`config.mk`:
```
export PLATFORM = sky130hd
export DESIGN_NAME = wb_dcache_victim_ctrl_flat
export DESIGN_NICKNAME = d
export VERILOG_FILES = /design/src/rtl/wb_dcache_victim_ctrl_if.sv /design/src/rtl/wb_dcache_victim_ctrl.sv /design/src/flat_wrapper.sv
export SDC_FILE = /design/constraint.sdc
export NUM_CORES = 1
export LEC_CHECK = 0
export BUFFER_PORTS_ARGS = -buffer_cell sky130_fd_sc_hd__buf_2
export CAP_MARGIN = 20
export CORE_MARGIN = 2
export CORE_UTILIZATION = 45
export CTS_CLUSTER_DIAMETER = 40
export DETAILED_ROUTE_END_ITERATION = 8
export PLACE_DENSITY_LB_ADDON = 0.1
export SLEW_MARGIN = 25
export SYNTH_ARGS = -nofsm -noshare
export SYNTH_HDL_FRONTEND = slang
export SYNTH_SLANG_ARGS = --single-unit
```
`constraint.sdc`:
```
create_clock -name clk -period 2.1 [get_ports clk]
set_input_delay 0.105 -clock clk [delete_from_list [all_inputs] [get_ports clk]]
set_output_delay 0.105 -clock clk [all_outputs]
set_load 0.1 [all_outputs]
```
`src/rtl/wb_dcache_victim_ctrl_if.sv`:
```
`default_nettype none
//------------------------------------------------------------------------------
// wb_dcache_victim_ctrl_if -- LSU/MMU, memory and datapath control bundle. Rev 1.0
//------------------------------------------------------------------------------
interface wb_dcache_victim_ctrl_if #(
  parameter int IDX_BITS = 7
);
  logic                lsummu2dcache_req_i;
  logic                lsummu2dcache_wr_i;
  logic                dcache_flush_i;
  logic                cache_hit_i;
  logic                cache_evict_req_i;
  logic                dcache_valid_i;
  logic                victim_hit_i;
  logic                mem2dcache_ack_i;
  logic                dcache2lsummu_ack_o;
  logic                dcache_flush_ack_o;
  logic                dcache2mem_req_o;
  logic                dcache2mem_wr_o;
  logic                dcache_req_o;
  logic                cache_wr_o;
  logic                cache_line_wr_o;
  logic                cache_line_clean_o;
  logic                cache_wrb_req_o;
  logic                write_to_victim_o;
  logic                write_from_victim_o;
  logic                lsu_victim_mux_sel_o;
  logic [IDX_BITS-1:0] evict_index_o;

  modport slave (
    input  lsummu2dcache_req_i, lsummu2dcache_wr_i, dcache_flush_i, cache_hit_i,
           cache_evict_req_i, dcache_valid_i, victim_hit_i, mem2dcache_ack_i,
    output dcache2lsummu_ack_o, dcache_flush_ack_o, dcache2mem_req_o, dcache2mem_wr_o,
           dcache_req_o, cache_wr_o, cache_line_wr_o, cache_line_clean_o, cache_wrb_req_o,
           write_to_victim_o, write_from_victim_o, lsu_victim_mux_sel_o, evict_index_o
  );

  modport master (
    output lsummu2dcache_req_i, lsummu2dcache_wr_i, dcache_flush_i, cache_hit_i,
           cache_evict_req_i, dcache_valid_i, victim_hit_i, mem2dcache_ack_i,
    input  dcache2lsummu_ack_o, dcache_flush_ack_o, dcache2mem_req_o, dcache2mem_wr_o,
           dcache_req_o, cache_wr_o, cache_line_wr_o, cache_line_clean_o, cache_wrb_req_o,
           write_to_victim_o, write_from_victim_o, lsu_victim_mux_sel_o, evict_index_o
  );
endinterface
`default_nettype wire

```
`src/rtl/wb_dcache_victim_ctrl.sv`:
```
`default_nettype none
//------------------------------------------------------------------------------
// wb_dcache_victim_ctrl -- write-back dcache miss/victim/flush control FSM. Rev 1.0
//------------------------------------------------------------------------------
module wb_dcache_victim_ctrl #(
  parameter int IDX_BITS = 7
) (
  input logic                    clk,
  input logic                    rst,
  wb_dcache_victim_ctrl_if.slave bus
);
  localparam logic [3:0] c_idle        = 4'd0;
  localparam logic [3:0] c_lookup      = 4'd1;
  localparam logic [3:0] c_wrback      = 4'd2;
  localparam logic [3:0] c_vstore      = 4'd3;
  localparam logic [3:0] c_allocate    = 4'd4;
  localparam logic [3:0] c_vfill       = 4'd5;
  localparam logic [3:0] c_replay      = 4'd6;
  localparam logic [3:0] c_flush_rd    = 4'd7;
  localparam logic [3:0] c_flush_chk   = 4'd8;
  localparam logic [3:0] c_flush_wb    = 4'd9;
  localparam logic [3:0] c_flush_clean = 4'd10;
  localparam logic [3:0] c_flush_done  = 4'd11;
  localparam logic [IDX_BITS-1:0] c_idx_max = '1;

  logic [3:0]          r_state;
  logic [3:0]          w_state_nxt;
  logic                r_wr;
  logic                r_vhit;
  logic                r_vclean;
  logic [IDX_BITS-1:0] r_idx;
  logic                w_line_done;
  logic                w_accept;
  logic                w_miss;
  logic                w_lsu_ack, w_flush_ack, w_mem_req, w_mem_wr, w_dreq, w_cwr;
  logic                w_line_wr, w_clean, w_wrb, w_to_v, w_from_v, w_mux;

  assign w_accept = (r_state == c_idle) && !bus.dcache_flush_i && bus.lsummu2dcache_req_i;
  assign w_miss   = (r_state == c_lookup) && !bus.cache_hit_i;

  always_ff @(posedge clk or posedge rst) begin
    if (rst) begin
      r_state  <= c_idle;
      r_wr     <= 1'b0;
      r_vhit   <= 1'b0;
      r_vclean <= 1'b0;
      r_idx    <= '0;
    end else begin
      r_state <= w_state_nxt;
      if (w_accept) begin
        r_wr     <= bus.lsummu2dcache_wr_i;
        r_vhit   <= 1'b0;
        r_vclean <= 1'b0;
      end
      // Victim hit and "valid and clean" are remembered for the states after the write-back
      if (w_miss) begin
        r_vhit   <= bus.victim_hit_i;
        r_vclean <= bus.dcache_valid_i && !bus.cache_evict_req_i;
      end
      if (w_line_done && (r_idx != c_idx_max)) r_idx <= r_idx + 1'b1;
      if (r_state == c_flush_done)             r_idx <= '0;
    end
  end

  always_comb begin
    w_state_nxt = r_state;
    w_line_done = 1'b0;
    w_lsu_ack   = 1'b0;
    w_flush_ack = 1'b0;
    w_mem_req   = 1'b0;
    w_mem_wr    = 1'b0;
    w_dreq      = 1'b0;
    w_cwr       = 1'b0;
    w_line_wr   = 1'b0;
    w_clean     = 1'b0;
    w_wrb       = 1'b0;
    w_to_v      = 1'b0;
    w_from_v    = 1'b0;
    w_mux       = 1'b0;
    case (r_state)
      c_idle: begin
        if (bus.dcache_flush_i) begin
          w_state_nxt = c_flush_rd;
        end else if (bus.lsummu2dcache_req_i) begin
          w_dreq      = 1'b1;
          w_state_nxt = c_lookup;
        end
      end
      c_lookup: begin
        if (bus.cache_hit_i) begin
          w_cwr       = r_wr;
          w_lsu_ack   = 1'b1;
          w_state_nxt = c_idle;
        end else if (bus.dcache_valid_i && bus.cache_evict_req_i) begin
          w_state_nxt = c_wrback;
        end else if (bus.victim_hit_i) begin
          w_state_nxt = c_vfill;
        end else if (bus.dcache_valid_i) begin
          w_state_nxt = c_vstore;
        end else begin
          w_state_nxt = c_allocate;
        end
      end
      c_wrback: begin
        w_mem_req = 1'b1;
        w_mem_wr  = 1'b1;
        w_wrb     = 1'b1;
        if (bus.mem2dcache_ack_i) w_state_nxt = r_vhit ? c_vfill : c_allocate;
      end
      c_vstore: begin
        w_to_v      = 1'b1;
        w_state_nxt = c_allocate;
      end
      c_allocate: begin
        w_mem_req = 1'b1;
        if (bus.mem2dcache_ack_i) begin
          w_line_wr   = 1'b1;
          w_state_nxt = c_replay;
        end
      end
      c_vfill: begin
        w_from_v    = 1'b1;
        w_mux       = 1'b1;
        w_to_v      = r_vclean;
        w_state_nxt = c_replay;
      end
      c_replay: begin
        w_dreq      = 1'b1;
        w_state_nxt = c_lookup;
      end
      c_flush_rd: begin
        w_dreq      = 1'b1;
        w_state_nxt = c_flush_chk;
      end
      c_flush_chk: begin
        if (bus.dcache_valid_i && bus.cache_evict_req_i) begin
          w_state_nxt = c_flush_wb;
        end else begin
          w_line_done = 1'b1;
          w_state_nxt = (r_idx == c_idx_max) ? c_flush_done : c_flush_rd;
        end
      end
      c_flush_wb: begin
        w_mem_req = 1'b1;
        w_mem_wr  = 1'b1;
        w_wrb     = 1'b1;
        if (bus.mem2dcache_ack_i) w_state_nxt = c_flush_clean;
      end
      c_flush_clean: begin
        w_clean     = 1'b1;
        w_line_done = 1'b1;
        w_state_nxt = (r_idx == c_idx_max) ? c_flush_done : c_flush_rd;
      end
      c_flush_done: begin
        w_flush_ack = 1'b1;
        w_state_nxt = c_idle;
      end
      default: w_state_nxt = c_idle;
    endcase
  end

  // Reset silences the Mealy outputs too, since IDLE still decodes the live request input
  assign bus.dcache2lsummu_ack_o  = w_lsu_ack   && !rst;
  assign bus.dcache_flush_ack_o   = w_flush_ack && !rst;
  assign bus.dcache2mem_req_o     = w_mem_req   && !rst;
  assign bus.dcache2mem_wr_o      = w_mem_wr    && !rst;
  assign bus.dcache_req_o         = w_dreq      && !rst;
  assign bus.cache_wr_o           = w_cwr       && !rst;
  assign bus.cache_line_wr_o      = w_line_wr   && !rst;
  assign bus.cache_line_clean_o   = w_clean     && !rst;
  assign bus.cache_wrb_req_o      = w_wrb       && !rst;
  assign bus.write_to_victim_o    = w_to_v      && !rst;
  assign bus.write_from_victim_o  = w_from_v    && !rst;
  assign bus.lsu_victim_mux_sel_o = w_mux       && !rst;
  assign bus.evict_index_o        = r_idx;
endmodule
`default_nettype wire

```
`src/flat_wrapper.sv`:
```
// flat-port wrapper written by rule: the top's interface ports become plain ports
module wb_dcache_victim_ctrl_flat 
#(
  parameter int IDX_BITS = 7
)
  (clk, rst, bus_lsummu2dcache_req_i, bus_lsummu2dcache_wr_i, bus_dcache_flush_i, bus_cache_hit_i, bus_cache_evict_req_i, bus_dcache_valid_i, bus_victim_hit_i, bus_mem2dcache_ack_i, bus_dcache2lsummu_ack_o, bus_dcache_flush_ack_o, bus_dcache2mem_req_o, bus_dcache2mem_wr_o, bus_dcache_req_o, bus_cache_wr_o, bus_cache_line_wr_o, bus_cache_line_clean_o, bus_cache_wrb_req_o, bus_write_to_victim_o, bus_write_from_victim_o, bus_lsu_victim_mux_sel_o, bus_evict_index_o);
  wb_dcache_victim_ctrl_if #(.IDX_BITS(IDX_BITS)) bus_i ();
  input logic clk;
  input logic rst;
  input wire logic [$bits(bus_i.lsummu2dcache_req_i)-1:0] bus_lsummu2dcache_req_i;
  input wire logic [$bits(bus_i.lsummu2dcache_wr_i)-1:0] bus_lsummu2dcache_wr_i;
  input wire logic [$bits(bus_i.dcache_flush_i)-1:0] bus_dcache_flush_i;
  input wire logic [$bits(bus_i.cache_hit_i)-1:0] bus_cache_hit_i;
  input wire logic [$bits(bus_i.cache_evict_req_i)-1:0] bus_cache_evict_req_i;
  input wire logic [$bits(bus_i.dcache_valid_i)-1:0] bus_dcache_valid_i;
  input wire logic [$bits(bus_i.victim_hit_i)-1:0] bus_victim_hit_i;
  input wire logic [$bits(bus_i.mem2dcache_ack_i)-1:0] bus_mem2dcache_ack_i;
  output wire logic [$bits(bus_i.dcache2lsummu_ack_o)-1:0] bus_dcache2lsummu_ack_o;
  output wire logic [$bits(bus_i.dcache_flush_ack_o)-1:0] bus_dcache_flush_ack_o;
  output wire logic [$bits(bus_i.dcache2mem_req_o)-1:0] bus_dcache2mem_req_o;
  output wire logic [$bits(bus_i.dcache2mem_wr_o)-1:0] bus_dcache2mem_wr_o;
  output wire logic [$bits(bus_i.dcache_req_o)-1:0] bus_dcache_req_o;
  output wire logic [$bits(bus_i.cache_wr_o)-1:0] bus_cache_wr_o;
  output wire logic [$bits(bus_i.cache_line_wr_o)-1:0] bus_cache_line_wr_o;
  output wire logic [$bits(bus_i.cache_line_clean_o)-1:0] bus_cache_line_clean_o;
  output wire logic [$bits(bus_i.cache_wrb_req_o)-1:0] bus_cache_wrb_req_o;
  output wire logic [$bits(bus_i.write_to_victim_o)-1:0] bus_write_to_victim_o;
  output wire logic [$bits(bus_i.write_from_victim_o)-1:0] bus_write_from_victim_o;
  output wire logic [$bits(bus_i.lsu_victim_mux_sel_o)-1:0] bus_lsu_victim_mux_sel_o;
  output wire logic [$bits(bus_i.evict_index_o)-1:0] bus_evict_index_o;
  assign bus_i.lsummu2dcache_req_i = bus_lsummu2dcache_req_i;
  assign bus_i.lsummu2dcache_wr_i = bus_lsummu2dcache_wr_i;
  assign bus_i.dcache_flush_i = bus_dcache_flush_i;
  assign bus_i.cache_hit_i = bus_cache_hit_i;
  assign bus_i.cache_evict_req_i = bus_cache_evict_req_i;
  assign bus_i.dcache_valid_i = bus_dcache_valid_i;
  assign bus_i.victim_hit_i = bus_victim_hit_i;
  assign bus_i.mem2dcache_ack_i = bus_mem2dcache_ack_i;
  assign bus_dcache2lsummu_ack_o = bus_i.dcache2lsummu_ack_o;
  assign bus_dcache_flush_ack_o = bus_i.dcache_flush_ack_o;
  assign bus_dcache2mem_req_o = bus_i.dcache2mem_req_o;
  assign bus_dcache2mem_wr_o = bus_i.dcache2mem_wr_o;
  assign bus_dcache_req_o = bus_i.dcache_req_o;
  assign bus_cache_wr_o = bus_i.cache_wr_o;
  assign bus_cache_line_wr_o = bus_i.cache_line_wr_o;
  assign bus_cache_line_clean_o = bus_i.cache_line_clean_o;
  assign bus_cache_wrb_req_o = bus_i.cache_wrb_req_o;
  assign bus_write_to_victim_o = bus_i.write_to_victim_o;
  assign bus_write_from_victim_o = bus_i.write_from_victim_o;
  assign bus_lsu_victim_mux_sel_o = bus_i.lsu_victim_mux_sel_o;
  assign bus_evict_index_o = bus_i.evict_index_o;
  wb_dcache_victim_ctrl #(.IDX_BITS(IDX_BITS)) u_core (.clk(clk), .rst(rst), .bus(bus_i));
endmodule
```
# After elaboration in Yosys (flattened, before gate mapping)
# Cells that the tools add are included.
# classes
addsub	1
n_eq_ne	17
n_mux	35
n_reduce_logical	27
# ops
operator	count
$pmux W4 S11	1
$mux W4	10
$mux W1	18
$eq A4 B3 Y1 const B	4
$eq A4 B4 Y1 const B	4
$logic_and A1 B1 Y1	16
$mux W7	2
$eq A4 B2 Y1 const B	2
$add A7 B1 Y7 const B	1
$eq A7 B7 Y1 const B	1
$ne A7 B7 Y1 const B	1
$ne A2 B2 Y1 const B	3
$pmux W1 S2	3
$eq A4 B1 Y1 const B	1
$logic_not A1 Y1	4
$logic_not A4 Y1	1
$reduce_and A4 Y1	1
$reduce_bool A2 Y1	2
$reduce_or A2 Y1	2
$mux W3	1
$ne A3 B3 Y1 const B	1
$reduce_or A3 Y1	1
# word_totals
regBits	14
output_inout_bits	19
wordCells	85

# Depth between registers and ports, before layout
# logic_depth
word_depth	6
depth_mapped	6
ltp_nobuf	5

# Least setup slack after synthesis
# No wires, ideal clock.
# synth_timing
path_kind	register to output
from	register u_core.r_state[1]
to	output port bus_write_from_victim_o
arrival_time_ns	4.260
t_required_ns	1.995
setup_slack_ns	-2.265
path_stages_with_launch	4
n_path_buf	2
path_cell_list	dfrtp_1 > clkbuf_1 > nor4_1 > buf_4
# synth_between
elab_chain_cells	3
# synth_lines
element	line	rtl
start: declaration	wb_dcache_victim_ctrl.sv:26	logic [3:0] r_state;
start signal: assignment	wb_dcache_victim_ctrl.sv:43	r_state <= c_idle;
start signal: assignment	wb_dcache_victim_ctrl.sv:49	r_state <= w_state_nxt;
$eq A4 B3 Y1	-	
$mux W1	-	
$logic_and A1 B1 Y1	-	
end: declaration	flat_wrapper.sv:28	output wire logic [$bits(bus_i.write_from_victim_o)-1:0] bus_write_from_victim_o;
# Every way passes these cells.

# Final worst setup path
# layout_timing
from	register u_core.r_state[2]
to	output port bus_dcache_flush_ack_o
# layout_between
elab_chain_cells	3
# layout_lines
element	line	rtl
$eq A4 B4 Y1	wb_dcache_victim_ctrl.sv:80	case (r_state)
$mux W1	wb_dcache_victim_ctrl.sv:80	
$logic_and A1 B1 Y1	wb_dcache_victim_ctrl.sv:164	assign bus.dcache_flush_ack_o = w_flush_ack && !rst;
end: declaration	flat_wrapper.sv:19	output wire logic [$bits(bus_i.dcache_flush_ack_o)-1:0] bus_dcache_flush_ack_o;
# Every way passes these cells.

==> results_dict.tcl <==
set metrics [dict create \
    finalNetCount 172 \
    max_slew_margin_pct 67.9 \
    io_pins 29 \
    fin_tns_setup_ns 0 \
    grt_usage_pct 22.2 \
    drive_gt1_share_pct 35.6 \
    dpl.hpwl_um 2140 \
    finalHoldViolCount 0 \
    fin_crit_sh_pct 93.3 \
    netlist_area_um2 1050 \
    ctsRootBufferMaster "clkbuf_4" \
    final_cell_mix "buf_2, nor2_1, nand2_1, a21oi_1, nand2b_1" \
    drt-total-wl_um 2750 \
    drt.antenna.violating_nets 0 \
    tightest_slew_ns 0.484 \
    critical_path_class "reg2out" \
    synthMuxAreaShare_pct 3.95 \
    grt_pass1_vias 970 \
    fmax_mhz 510 \
    placed_area_um2 1320 \
    required_ns 2.00 \
    initial_utilization_pct 47.3 \
    syn_to_final_growth_pct 32.3 \
    status "finished clean" \
    die_w_um 52.2 \
    endpoint_kind "primary output" \
    synthSimpleGateAreaFrac_pct 33.4 \
    viasPerCell 5.94 \
    grt_start_max_net_pins 15 \
    clk_pin_slew_ns 0.09 \
    cts_made_buffers 3 \
    antenna_found_initial 0 \
    fin_worst_skew_ns 0.00639 \
    max-cap-violations 0 \
    yosysTopAreaCell "dfrtp_1" \
    dieHeight_um 52.2 \
    reg2reg_depth 4 \
    syn_avg_cell_area_um2 7.86 \
    whs_path_depth 2 \
    max-clock-path-buffers 2 \
    clk_latency_ns 0.29 \
    r2r_slack_ns 0.39 \
    htree_levels 1 \
    synthTopCellsByArea "dfrtp_1, nand2b_1, nor2_1" \
    grt_pass1_wl_um 4460 \
    ys_seq_elements 14 \
    rsz0062_at_grt "false" \
    fp.dieArea_um2 2730 \
    wl_per_cell_um 14.6 \
    core_area_um2 2210 \
    final_area_um2 1380 \
    async_flop_share_pct 100 \
    arrival_ns 1.85 \
    drtIter0Drc 24 \
    numPortBuffers 28 \
    gp_congestion 0.898 \
    finalCriticalPeriod_ns 1.96 \
    synth_xor_area_share_pct 0 \
    synth_top_family_by_area "simple AND/OR/NAND/NOR gates" \
    yosys_warnings 0 \
    min_from "bus_lsummu2dcache_wr_i" \
    vias 1116 \
    synth_fp_nets 144 \
    setup_viol 0 \
    synth_cell_types 42 \
    firstDrtPassIters 5 \
    hold_class "in2reg" \
    worst-path-max-fanout 11 \
    ys.flop_type "dfrtp_1" \
    diodes 0 \
    drc_errors 0 \
    layout_commonest_cell "buf_2" \
    cts.sinks 14 \
    cts_tree "done" \
    synth_adder_area_share_pct 1.20 \
    r2r-start "u_core.r_state[1]" \
    slew_viol_final 0 \
    ys_seq_area_share_pct 33.5 \
    synth_compound_area_share_pct 21.9 \
    syn_inst 133 \
    start_kind "flop" \
    rows 17 \
    synth_edf_count 0 \
    r2r-end "u_core.bus.evict_index_o[0]" \
    whs_endpoint "u_core.r_wr" \
    grt_overflow_total 0 \
    yosysTopAreaCellShare_pct 33.5 \
]
-- state kept, by name, indices dropped and copies added (netlist names) --
register                  flops
u_core.bus.evict_index_o      7
u_core.r_state                4
u_core.r_vclean               1
u_core.r_vhit                 1
u_core.r_wr                   1
-- area by class of cell --
cell class / count / area [um2]
flip-flops and latches: 14 / 359
multi-input cells: 105 / 686
fillers: 194 / 828
clock buffers: 4 / 36.3
well taps: 28 / 35.0
repair buffers: 33 / 253
inverters: 4 / 15.0
-- worst max-delay path, cell delays in order, from the launching register on --
cell and delay [ns]:
dfrtp_2 0.51, nand2b_1 0.27, or2_2 0.42, nor2_2 0.16
buf_12 0.19
-- cell families (layout without fill, tap and decap cells) --
group                    Yosys count  in the layout
flip-flops                        14             14
adder cells (fa/ha/maj)            1              1
AO/OA/AOI/OAI                     34             34
multiplexers                       4              4
AND/OR/NAND/NOR                   66             66
buffers and inverters             14             41
-- synthesized netlist by cell type, types with 2 or more instances --
library cell / n
a22o_1: 2
inv_1: 4
or3_1: 3
nor2_1: 15
o22a_1: 2
nor4_1: 2
nand2_1: 12
mux2i_1: 3
nand3_1: 4
nor3_1: 7
a21boi_0: 2
a221oi_1: 2
nand2b_1: 9
dfrtp_1: 14
and3_1: 3
buf_4: 2
o21ai_0: 5
a21oi_1: 10
buf_2: 3
nand4b_1: 2
or2_2: 2
clkbuf_1: 5
-- per-layer routing --
layer  global-route usage (%)  vias up  routed length [um]
li1                         -      539                   -
met1                     30.9      520                1180
met2                     35.4       51                1330
met3                     5.14        6                 204
met4                     4.27        0                  38
met5                        0        -                   0
-- how the worst max path moves through the flow --
stage,from,end
finish,u_core.r_state[2],bus_dcache_flush_ack_o
global route,u_core.r_state[0],bus_cache_wrb_req_o
CTS,u_core.r_state[2],bus_cache_line_wr_o
detailed placement,u_core.r_state[1],u_core.bus.evict_index_o[0]
global placement,u_core.r_state[3],bus_cache_wrb_req_o
floorplan,u_core.r_state[2],bus_write_from_victim_o
-- stage by stage --
step | std cells | hold slack (ns) | util [%] | setup WS (ns)
2_1_floorplan | 133 | 0.245 | - | -0.234
5_1_grt | 188 | 0.0502 | 62.6 | 0.0718
3_3_place_gp | 183 | 0.270 | 59.7 | 0.303
6_report | 188 | 0.0450 | 62.6 | 0.141
4_1_cts | 188 | 0.0499 | 62.0 | 0.00940
3_5_place_dp | 183 | 0.262 | 59.7 | 0.265
-- timing repair --
action / CTS / global route
endpoints found under the setup margin: 2 / 8
setup buffers: 0 / 0
gates resized for setup: 2 / 6
hold endpoints to repair: 14 / 0
hold buffers: 1 / 0
Power is left out: the tool's default activity adds up to more than one toggle a clock period on the data nets, which glitch-free logic cannot reach.
